==> src/rtl/mux_scan_pkg.sv <==
// mux_scan_pkg: shared FSM encoding and select-bus constants for the mux scanner
// Holds the state enum, the select width and the reserved select code.
package mux_scan_pkg;
    typedef enum logic [1:0] {
        IDLE = 2'd0,
        SCAN = 2'd1,
        HOLD = 2'd2
    } state_t;
    localparam int SEL_W = 5;
    localparam logic [SEL_W-1:0] SEL_RSVD = 5'd31;
endpackage

==> src/rtl/mux_scan_ctrl_if.sv <==
// mux_scan_ctrl_if: snapshot valid/ready channel from the scanner to its consumer
// snap_valid/snap_data/chg_mask/chg_any flow master->slave, snap_ready slave->master.
interface mux_scan_ctrl_if #(
    parameter int NUM_INP = 31,
    parameter int DW = 2
);
    logic snap_valid;
    logic snap_ready;
    logic [NUM_INP*DW-1:0] snap_data;
    logic [NUM_INP-1:0] chg_mask;
    logic chg_any;
    modport master (
        output snap_valid, snap_data, chg_mask, chg_any,
        input  snap_ready
    );
    modport slave (
        input  snap_valid, snap_data, chg_mask, chg_any,
        output snap_ready
    );
endinterface

==> src/rtl/mux_scan_chg.sv <==
// mux_scan_chg: previous-snapshot register plus per-channel change comparator
// clk, rst_n: clock and async active-low reset
// load: entry to HOLD, registers chg_mask from cur vs prev
// hs: snapshot handshake, loads prev from snap
// cur: snapshot being published; snap: snapshot currently held
// chg_mask: per-channel differs-from-previous flags
module mux_scan_chg #(
    parameter int NUM_INP = 31,
    parameter int DW = 2
) (
    input  logic clk,
    input  logic rst_n,
    input  logic load,
    input  logic hs,
    input  logic [NUM_INP*DW-1:0] cur,
    input  logic [NUM_INP*DW-1:0] snap,
    output logic [NUM_INP-1:0] chg_mask
);
    logic [NUM_INP*DW-1:0] prev;
    always_ff @(posedge clk or negedge rst_n) begin
        if (!rst_n) begin
            prev <= '0;
            chg_mask <= '0;
        end else begin
            if (hs) prev <= snap;
            if (load)
                for (int i = 0; i < NUM_INP; i++)
                    chg_mask[i] <= cur[i*DW +: DW] != prev[i*DW +: DW];
        end
    end
endmodule

==> src/rtl/mux_scan_ctrl.sv <==
// mux_scan_ctrl: walks the mux select over all channels and publishes a packed snapshot
// clk, rst_n: clock and async active-low reset
// start: scan request, honoured only in IDLE
// busy: high in SCAN and HOLD
// sel, mux_out: mux select driven out, mux data sampled back
// snap: master side of the snapshot valid/ready channel
// Optional change detection is built when MUX_SCAN_CHG_EN is defined.
module mux_scan_ctrl
    import mux_scan_pkg::*;
#(
    parameter int NUM_INP = 31,
    parameter int DW = 2,
    parameter int SETTLE = 0
) (
    input  logic clk,
    input  logic rst_n,
    input  logic start,
    output logic busy,
    output logic [SEL_W-1:0] sel,
    input  logic [DW-1:0] mux_out,
    mux_scan_ctrl_if.master snap
);
    localparam int WW = SETTLE > 0 ? $clog2(SETTLE + 1) : 1;
    localparam logic [WW-1:0] WMAX = WW'(SETTLE);
    localparam logic [SEL_W-1:0] LAST = SEL_W'(NUM_INP - 1);
    localparam int SW = NUM_INP * DW;
    state_t state;
    logic [SEL_W-1:0] ch;
    logic [WW-1:0] wcnt;
    logic [SW-1:0] work;
    logic [SW-1:0] work_nxt;
    logic cap;
    logic done;
    // work with the current sample merged in, so HOLD entry publishes the last channel too
    always_comb begin
        work_nxt = work;
        work_nxt[int'(ch)*DW +: DW] = mux_out;
    end
    assign cap = state == SCAN && wcnt == WMAX;
    assign done = cap && ch == LAST;
    always_ff @(posedge clk or negedge rst_n) begin
        if (!rst_n) begin
            state <= IDLE;
            ch <= '0;
            wcnt <= '0;
            work <= '0;
            sel <= '0;
            busy <= 1'b0;
            snap.snap_valid <= 1'b0;
            snap.snap_data <= '0;
        end else begin
            case (state)
                IDLE: if (start) begin
                    state <= SCAN;
                    ch <= '0;
                    wcnt <= '0;
                    sel <= '0;
                    busy <= 1'b1;
                end
                SCAN: if (!cap) wcnt <= wcnt + 1'b1;
                else begin
                    work <= work_nxt;
                    if (done) begin
                        state <= HOLD;
                        snap.snap_data <= work_nxt;
                        snap.snap_valid <= 1'b1;
                        sel <= '0;
                    end else begin
                        ch <= ch + 1'b1;
                        wcnt <= '0;
                        sel <= ch + 1'b1;
                    end
                end
                HOLD: if (snap.snap_ready) begin
                    state <= IDLE;
                    snap.snap_valid <= 1'b0;
                    busy <= 1'b0;
                end
                default: state <= IDLE;
            endcase
        end
    end
`ifdef MUX_SCAN_CHG_EN
    logic hs;
    assign hs = snap.snap_valid && snap.snap_ready;
    mux_scan_chg #(.NUM_INP(NUM_INP), .DW(DW)) u_chg (
        .clk(clk),
        .rst_n(rst_n),
        .load(done),
        .hs(hs),
        .cur(work_nxt),
        .snap(snap.snap_data),
        .chg_mask(snap.chg_mask)
    );
    assign snap.chg_any = |snap.chg_mask;
`else
    assign snap.chg_mask = '0;
    assign snap.chg_any = 1'b0;
`endif
endmodule
==> src/flat_wrapper.sv <==
// flat-port wrapper written by rule: the top's interface ports become plain ports
module mux_scan_ctrl_flat import mux_scan_pkg::*;
#(
    parameter int NUM_INP = 31,
    parameter int DW = 2,
    parameter int SETTLE = 0
)
  (clk, rst_n, start, busy, sel, mux_out, snap_snap_valid, snap_snap_data, snap_chg_mask, snap_chg_any, snap_snap_ready);
  mux_scan_ctrl_if #(.NUM_INP(NUM_INP), .DW(DW)) snap_i ();
  input  logic clk;
  input  logic rst_n;
  input  logic start;
  output logic busy;
  output logic [SEL_W-1:0] sel;
  input  logic [DW-1:0] mux_out;
  output wire logic [$bits(snap_i.snap_valid)-1:0] snap_snap_valid;
  output wire logic [$bits(snap_i.snap_data)-1:0] snap_snap_data;
  output wire logic [$bits(snap_i.chg_mask)-1:0] snap_chg_mask;
  output wire logic [$bits(snap_i.chg_any)-1:0] snap_chg_any;
  input wire logic [$bits(snap_i.snap_ready)-1:0] snap_snap_ready;
  assign snap_snap_valid = snap_i.snap_valid;
  assign snap_snap_data = snap_i.snap_data;
  assign snap_chg_mask = snap_i.chg_mask;
  assign snap_chg_any = snap_i.chg_any;
  assign snap_i.snap_ready = snap_snap_ready;
  mux_scan_ctrl #(.NUM_INP(NUM_INP), .DW(DW), .SETTLE(SETTLE)) u_core (.clk(clk), .rst_n(rst_n), .start(start), .busy(busy), .sel(sel), .mux_out(mux_out), .snap(snap_i));
endmodule
==> config.mk <==
export PLATFORM = sky130hd
export DESIGN_NAME = mux_scan_ctrl_flat
export DESIGN_NICKNAME = d
export VERILOG_FILES = /design/src/rtl/mux_scan_pkg.sv /design/src/rtl/mux_scan_ctrl_if.sv /design/src/rtl/mux_scan_chg.sv /design/src/rtl/mux_scan_ctrl.sv /design/src/flat_wrapper.sv
export SDC_FILE = /design/constraint.sdc
export NUM_CORES = 1
export LEC_CHECK = 0
export BUFFER_PORTS_ARGS = -buffer_cell sky130_fd_sc_hd__buf_2
export CORE_ASPECT_RATIO = 0.5
export CORE_MARGIN = 5
export CORE_UTILIZATION = 40
export CTS_CLUSTER_DIAMETER = 100
export DETAILED_ROUTE_END_ITERATION = 7
export PLACE_DENSITY_LB_ADDON = 0.08
export SKIP_LAST_GASP = 1
export SYNTH_ARGS = -nofsm -noshare
export SYNTH_HDL_FRONTEND = slang
export SYNTH_SLANG_ARGS = --single-unit
==> constraint.sdc <==
create_clock -name clk -period 3.9 [get_ports clk]
set_input_delay 0.195 -clock clk [delete_from_list [all_inputs] [get_ports clk]]
set_output_delay 0.195 -clock clk [all_outputs]
set_load 0.01 [all_outputs]
==> results of run 1 <==
final timing paths:
path,start,endpoint,slack [ns],cells after the start
max,u_core.ch[1],u_core.snap.snap_data[24],0.84,9
min,start,u_core.state[0],0.05,3
max reg2reg,u_core.ch[1],u_core.snap.snap_data[24],0.84,9
min reg2reg,u_core.sel[4],u_core.sel[4],0.47,1
max in group asynchronous,rst_n,u_core.work[27],2.57,3
min in group asynchronous,rst_n,u_core.snap.snap_data[14],0.39,2
stage by stage:
| stage | util (%) | total power, mW | instances | instance area, µm² | hold WS (ns) |
|---|---|---|---|---|---|
| final | 48.4 | 6.50 | 857 | 7550 | 0.0541 |
| after detailed placement | 44.2 | 4.78 | 824 | 6900 | 0.300 |
| after CTS | 48.4 | 6.56 | 857 | 7550 | 0.0459 |
| after global routing | 48.4 | 6.94 | 857 | 7550 | 0.0867 |
| after floorplan | - | 3.97 | 598 | 6570 | -0.101 |
| after global placement | 44.2 | 4.75 | 824 | 6900 | 0.299 |
worst reg2reg max path, delay by kind of cell, from the launching register on:
family	cells	cell delay, ns
fa+ha+maj	2	0.68
flops	1	0.54
simple gates	3	1.03
compound gates	2	0.40
mux	1	0.19
buf+inv	1	0.08
final cells by class:
type	instances	area, µm²	share of cell area [%]
multi-input combinational	396	2710	35.9
sequential	139	3480	46.1
tap	204	255	3.38
clock inverter	14	209	2.77
clock buffer	17	425	5.63
inverter	5	18.8	0.249
timing repair buffer	82	454	6.01
cell usage after synthesis, types with 6 or more instances:
master,n,area [µm²]
a21oi_1,25,125
o21ai_0,26,130
buf_4,35,263
nor2_1,60,225
nor3_1,19,95.1
nor2b_1,6,37.5
mux2_2,88,991
dfrtp_1,139,3480
nand3_1,14,70.1
buf_2,12,60.1
or3_1,11,68.8
clkbuf_1,7,26.3
a31oi_1,11,68.8
mux2i_1,18,180
and2_1,6,37.5
nand2_1,25,93.8
layer usage:
layer  global-route usage [%]  part of all wire (%)  vias up
met5                        0                     0        -
met4                     3.72                  0.46        0
met3                     4.07                   5.3        7
met2                     23.3                    43      122
met1                     24.9                    51     2191
li1                         -                     -     2087
timing repair:
item                      CTS  global route
hold endpoints to repair   80             0
hold buffers                2             0
buffers inserted            0             0
power groups by stage:
stage | registers (mW) | clock network (mW) | logic [mW]
finish | 2.36 | 1.75 | 2.39
floorplan | 2.41 | 0 | 1.56
global route | 2.44 | 1.85 | 2.65
detailed placement | 2.38 | 0 | 2.40
global placement | 2.37 | 0 | 2.38
CTS | 2.36 | 1.79 | 2.41
cells by family (layout without fill, tap and decap cells):
group	after synthesis	in the layout	synth area share, %
AO/OA/AOI/OAI	77	77	6.87
adder cells (fa/ha/maj)	4	4	0.776
AND/OR/NAND/NOR	170	170	13.2
flip-flops	139	139	53.9
buffers and inverters	63	118	5.94
XOR/XNOR	5	5	0.679
multiplexers	108	108	18.5
other	1	32	0.0582
registers in the layout, summed over array words and instances (netlist names):
register and flops:
u_core.snap.snap_data 62, u_core.snap.snap_valid 1, u_core.state 2, u_core.sel 5, u_core.wcnt 1, u_core.work 62, u_core.busy 1, u_core.ch 5
==> results.cfg, run 1 <==
[status]
status = completed

[route]
via_count = 4407
viasPerCell = 5.14
drtIter0Drc = 292
ant_nets = 0
routed_wl_mm = 14.8
wl_per_cell_um = 17.3
drc = 0
drtPass1Iterations = 5

[clocking]
clkSinkCount = 139
htree_levels = 4
clock_path_buffers = 2
cts_tree = done
clock_latency_ns = 0.42
clk_pin_slew_ns = 0.07
cts_resized = 0
cts_buffers = 17
clockRootBuffer = clkbuf_16

[power]
p_seq_share_pct = 36.2
p_leak_nw = 3.56
swShare_pct = 37.5
p_sw_mw = 2.44
p_per_area_mw_per_mm2 = 861
clock_power_share_pct = 26.9
intPower_mw = 4.06
combPwrFrac_pct = 36.8
irDropWorstVdd_mv = 0.347

[grt]
grt_overflow = 0
grt_pass1_vias = 4382
grtUsageTotal_pct = 16.3
grt_max_degree = 96
antenna_found_initial = 0
grt_pass1_wl_mm = 24.2

[timing]
report.final.slew_viol_count = 0
period_needed_ns = 3.06
finalWorstSetupSlack_ns = 0.844
hold_viol = 0
fin_setup_tns_ns = 0
post-route-period-util_pct = 78.4
setup_violations = 0
relSlewSlack_pct = 47.8
worstMarginPinSlew_ns = 0.781
finClkSkew_ns = 0.0105
fmax_mhz = 327
rsz0062_at_grt = no

[placed_design]
dpl.hpwl_mm = 10.4
dp_worst_setup_slack_ns = 0.894
globalplace.congestion = 0.821
portBuffers = 74

[synthesis]
synth_cell_type_count = 49
synth-edff-count = 0
syn_inst = 567
yosysSeqAreaShare_pct = 53.9
syn_area_mm2 = 0.00645
synth_flop_cell = dfrtp_1
synth_seq_cells = 139
avgSynthCellArea_um2 = 11.4
ys_warn_count = 0
ys_async_sr_fraction_pct = 100

[cells_and_area]
fill_cells = 1464
drive_gt1_share_pct = 32.5
layout_commonest_cell = dfrtp_1
finalNetCount = 651
final_cell_mix = 139 x dfrtp_1, 88 x mux2_2, 73 x buf_2, 59 x nor2_1, 32 x conb_1
diodes = 0
area_growth_pct = 17.1

[setup_path]
worst_setup_path_start_kind = flop
crit_slowest_cell = dfrtp_1
arrival_ns = 3.34
cpMostUsedCell = ha_1
cp.required_ns = 4.18
critPathBufInv = 1
critical_path_class = flop to flop
cp_cell_sequence = inv_1 > ha_1 > nor3b_1 > ha_1 > or3_1 > a211o_1 > or3b_1 > mux2i_1 > a21oi_1
slowest_delay_ns = 0.54
crit_fanout = 16
path_delay_family = simple AND/OR/NAND/NOR gates
crit_path_end_kind = flop

[floorplanning]
core_area_mm2 = 0.0156
die_h_um = 99.8
num_rows = 32
dieArea_mm2 = 0.0189
num_io_pins = 107
start_util_pct = 41.3
die_w_um = 190

[run]
drv_cap = 0

[min_path]
min_path_type = input port to flop
No activity file was read; power rests on OpenSTA's default activity.
==> inputs of run 2 (changes only) <==
clock period = 2.7 ns   (was 3.9 ns; I/O delays follow)
==> results.cfg, run 2 (same netlist as run 1, synthesis figures left out) <==
[power]
irDropWorstVdd_mv = 0.538
clock_power_share_pct = 26.1
intPower_mw = 6.02
p_sw_mw = 3.64
p_seq_share_pct = 34.8
p_per_area_mw_per_mm2 = 1250
combPwrFrac_pct = 39.1
power_mw = 9.66
p_leak_nw = 3.67
swShare_pct = 37.7

[placed_design]
dpl.hpwl_mm = 11.3
globalplace.congestion = 0.812
dp_worst_setup_slack_ns = 0.110
portBuffers = 74

[run]
drv_cap = 0

[cells_and_area]
drive_gt1_share_pct = 35.3
finalNetCount = 672
area_growth_pct = 20.0
seq_area_mm2 = 0.00348
reg_top3 = u_core.snap.snap_data: 62 flops, u_core.work: 62 flops
final_cell_mix = 139 x dfrtp_1, 88 x mux2_2, 73 x buf_2, 59 x nor2_1, 32 x conb_1
multi_input_area_mm2 = 0.00272
layout_commonest_cell = dfrtp_1
fill_cells = 1480
diodes = 0

[clocking]
clkSinkCount = 139
cts_resized = 0
clock_latency_ns = 0.41
cts_tree = done
post_cts_buffers = 0
clk_pin_slew_ns = 0.06
clockRootBuffer = clkbuf_16
cts_buffers = 17
clock_path_buffers = 2
htree_levels = 4

[grt]
grt_pass1_wl_mm = 25.7
grt_overflow = 0
grt_max_degree = 56
grtUsageTotal_pct = 17.2
antenna_found_initial = 0
grt_pass1_vias = 4547

[timing]
finalWorstSetupSlack_ns = 0.116
fin_setup_tns_ns = 0
hold_viol = 0
relSlewSlack_pct = 46.8
post-route-period-util_pct = 95.7
period_needed_ns = 2.58
finClkSkew_ns = 0.00912
rsz0062_at_grt = yes
fmax_mhz = 387
report.final.slew_viol_count = 0
worstMarginPinSlew_ns = 0.795
setup_violations = 0
worst_hold_slack_ns = 0.183

[route]
ant_nets = 0
drtPass1Iterations = 8
routed_wl_mm = 15.4
drc = 0
viasPerCell = 5.05
wl_per_cell_um = 17.5
drtIter0Drc = 260
via_count = 4438

[floorplanning]
die_w_um = 190
num_io_pins = 107
start_util_pct = 41.3
num_rows = 32
dieArea_mm2 = 0.0189
core_area_mm2 = 0.0156
die_h_um = 99.8

[setup_path]
cp.required_ns = 3.00
crit_fanout = 15
cp_cell_sequence = inv_2 > ha_2 > nor3b_1 > ha_2 > nor2_2 > nand2_1 > nor4_2 > mux2_2
critical_path_class = flop to flop
crit_path_end_kind = flop
path_delay_family = simple AND/OR/NAND/NOR gates
cpMostUsedCell = ha_2
critPathBufInv = 1
crit_slowest_cell = ha_2
worst_setup_path_start_kind = flop
slowest_delay_ns = 0.40
arrival_ns = 2.88

[min_path]
min_path_type = input port to flop

[status]
status = completed
run 2: final timing paths:
check | end | slack, ns | from | cells after the start
max | u_core.work[48] | 0.12 | u_core.ch[0] | 8
min | u_core.work[32] | 0.18 | mux_out[0] | 2
max reg2reg | u_core.work[48] | 0.12 | u_core.ch[0] | 8
min reg2reg | u_core.sel[3] | 0.47 | u_core.sel[3] | 2
max in group asynchronous | u_core.snap.snap_data[6] | 1.77 | rst_n | 3
min in group asynchronous | u_core.snap.snap_data[14] | 0.23 | rst_n | 2
run 2: through the flow:
stage	util, %	cells	area (µm²)
2_1_floorplan	-	598	6590
5_1_grt	49.6	879	7740
3_5_place_dp	45.3	844	7070
3_3_place_gp	45.3	844	7070
4_1_cts	49.6	879	7740
6_report	49.6	879	7740
run 2: worst reg2reg max path, cell delays in order (launching register included):
cell and delay [ns]:
dfrtp_1 0.38, inv_2 0.08, ha_2 0.24, nor3b_1 0.22, ha_2 0.40, nor2_2 0.16, nand2_1 0.24, nor4_2 0.38
mux2_2 0.38
run 2: routing by layer:
| layer | vias to the layer above | GRT usage [%] | part of all wire (%) |
|---|---|---|---|
| li1 | 2122 | - | - |
| met1 | 2178 | 27.0 | 52 |
| met2 | 126 | 23.9 | 41 |
| met3 | 12 | 3.93 | 6.9 |
| met4 | 0 | 4.56 | 0.90 |
| met5 | - | 0 | 0 |
run 2: repair_timing:
| item | CTS | global route |
|---|---|---|
| endpoints found under the hold margin | 48 | 0 |
| hold buffers | 3 | 0 |
| endpoints found under the setup margin | 0 | 4 |
run 2: final cells by class:
cell class / instances / area share [%]
Sequential cell: 139 / 44.9
Multi-Input combinational cell: 396 / 35.2
Timing Repair Buffer: 103 / 8.10
Clock buffer: 18 / 5.67
Tap cell: 204 / 3.30
Clock inverter: 14 / 2.55
Inverter: 5 / 0.242
run 2: power groups by stage:
stage | logic [mW] | clock network [mW] | registers (mW)
global placement | 3.76 | 0 | 3.40
detailed placement | 3.79 | 0 | 3.40
CTS | 3.82 | 2.57 | 3.37
global route | 4.18 | 2.66 | 3.48
floorplan | 2.29 | 0 | 3.49
finish | 3.78 | 2.52 | 3.36
==> inputs of run 3 (changes only) <==
CORE_ASPECT_RATIO = default   (was 0.5)
GPL_TIMING_DRIVEN = 0   (was default)
==> results.cfg, run 3 (same netlist as run 1, synthesis figures left out) <==
[status]
status = completed

[clocking]
htree_levels = 4
clk_pin_slew_ns = 0.06
cts_buffers = 17
cts_tree = done
clockRootBuffer = clkbuf_16
clock_path_buffers = 2
clock_latency_ns = 0.42
clkSinkCount = 139

[power]
intPower_mw = 6.28
irDropWorstVdd_mv = 0.540
clock_power_share_pct = 24.6
p_sw_mw = 3.81
combPwrFrac_pct = 42.4
swShare_pct = 37.8
p_leak_nw = 3.92
p_per_area_mw_per_mm2 = 1230
p_seq_share_pct = 33.1

[floorplanning]
die_w_um = 137
num_rows = 46
start_util_pct = 40.7
num_io_pins = 107
die_h_um = 137
core_area_mm2 = 0.0158
dieArea_mm2 = 0.0188

[setup_path]
critical_path_class = flop to flop
cp.required_ns = 3.00
crit_fanout = 9
arrival_ns = 2.90
crit_path_end_kind = flop
worst_setup_path_start_kind = flop

[cells_and_area]
postLayoutCellArea_mm2 = 0.00821
reg_top3 = u_core.snap.snap_data: 62 flops, u_core.work: 62 flops
fin_cells = 936
diodes = 0
drive_gt1_share_pct = 41.1
area_growth_pct = 27.2
final_cell_mix = 138 x dfrtp_1, 88 x mux2_2, 82 x buf_2, 58 x nor2_1, 46 x buf_4
fill_cells = 1419
layout_commonest_cell = dfrtp_1
finalNetCount = 717

[route]
viasPerCell = 4.97
via_count = 4649
routed_wl_mm = 16.4
wl_per_cell_um = 17.5
ant_nets = 0
drtPass1Iterations = 4
drc = 0
drtIter0Drc = 214

[grt]
antenna_found_initial = 0
grt_pass1_vias = 4665
grt_max_degree = 73
grtUsageTotal_pct = 18.2
grt_pass1_wl_mm = 25.9
grt_overflow = 0

[timing]
period_needed_ns = 2.60
relSlewSlack_pct = 28.3
setup_violations = 0
fmax_mhz = 384
rsz0062_at_grt = no
post-route-period-util_pct = 96.4
worstMarginPinSlew_ns = 1.07
finClkSkew_ns = 0.00555
finalWorstSetupSlack_ns = 0.0976
fin_setup_tns_ns = 0
report.final.slew_viol_count = 0
worst_hold_slack_ns = 0.238
hold_viol = 0

[placed_design]
globalplace.congestion = 0.911
placed_area_mm2 = 0.00727
dp_worst_setup_slack_ns = -0.709
portBuffers = 74
dp.cells = 889
dpl.hpwl_mm = 11.9

[run]
drv_cap = 0

[min_path]
min_path_type = input port to flop
-- run 3: cell types whose count changed in the layout (fill, tap and decap cells not counted), sizes merged --
cell    delta
buf       +34
bufinv     +1
clkbuf    +15
clkinv     +2
inv        -7
-- run 3: through the flow --
stage | power [mW] | utilization (%)
floorplan | 5.78 | -
global placement | 7.10 | 45.7
detailed placement | 7.17 | 45.9
CTS | 10.1 | 51.3
global route | 10.7 | 51.8
finish | 10.1 | 51.8
-- run 3: worst max-delay path: stages (launching register included) --
cell and delay, ns:
dfrtp_1 0.39, buf_6 0.13, buf_12 0.11, inv_4 0.06, ha_4 0.16, buf_4 0.11
nor2b_1 0.16, a21oi_1 0.18, or2_2 0.33, buf_2 0.22, nor4_4 0.27, mux2_2 0.36
-- run 3: layout make-up --
class / instances / area, µm² / share of cell area [%]
sequential: 139 / 3480 / 42.4
multi-input combinational: 396 / 2890 / 35.2
timing repair buffer: 91 / 529 / 6.45
clock buffer: 22 / 464 / 5.66
buffer: 57 / 389 / 4.74
tap: 216 / 270 / 3.29
clock inverter: 10 / 164 / 2.00
inverter: 5 / 21.3 / 0.259
-- run 3: final timing paths --
check / start / to / slack (ns) / cells past startpoint
setup reg to reg: u_core.ch[0] / u_core.work[17] / 0.1 / 11
max in group asynchronous: rst_n / u_core.work[30] / 1.64 / 3
hold reg to reg: u_core.work[2] / u_core.work[2] / 0.48 / 2
hold / removal: mux_out[1] / u_core.work[1] / 0.24 / 4
min in group asynchronous: rst_n / u_core.sel[4] / 0.28 / 2
setup / recovery: u_core.ch[0] / u_core.work[17] / 0.1 / 11
-- run 3: repair_timing --
item	4_1_cts	5_1_grt
setup buffers	7	6
hold endpoints to repair	69	0
pin swaps	4	5
resized for setup	34	12
hold buffers	3	0
setup endpoints to repair	83	48
-- run 3: layer usage --
layer  GRT usage (%)  up-vias  wire (µm)
li1                -     2211          -
met1            25.3     2315       7730
met2            28.4      107       7610
met3            3.68       16        835
met4            6.21        0        225
met5               0        -          0
-- run 3: power groups by stage --
| stage | clock network (mW) | logic [mW] | registers (mW) |
|---|---|---|---|
| after CTS | 2.53 | 4.16 | 3.36 |
| after global routing | 2.61 | 4.66 | 3.45 |
| after global placement | 0 | 3.75 | 3.35 |
| final | 2.48 | 4.27 | 3.34 |
| after detailed placement | 0 | 3.78 | 3.38 |
| after floorplan | 0 | 2.29 | 3.49 |
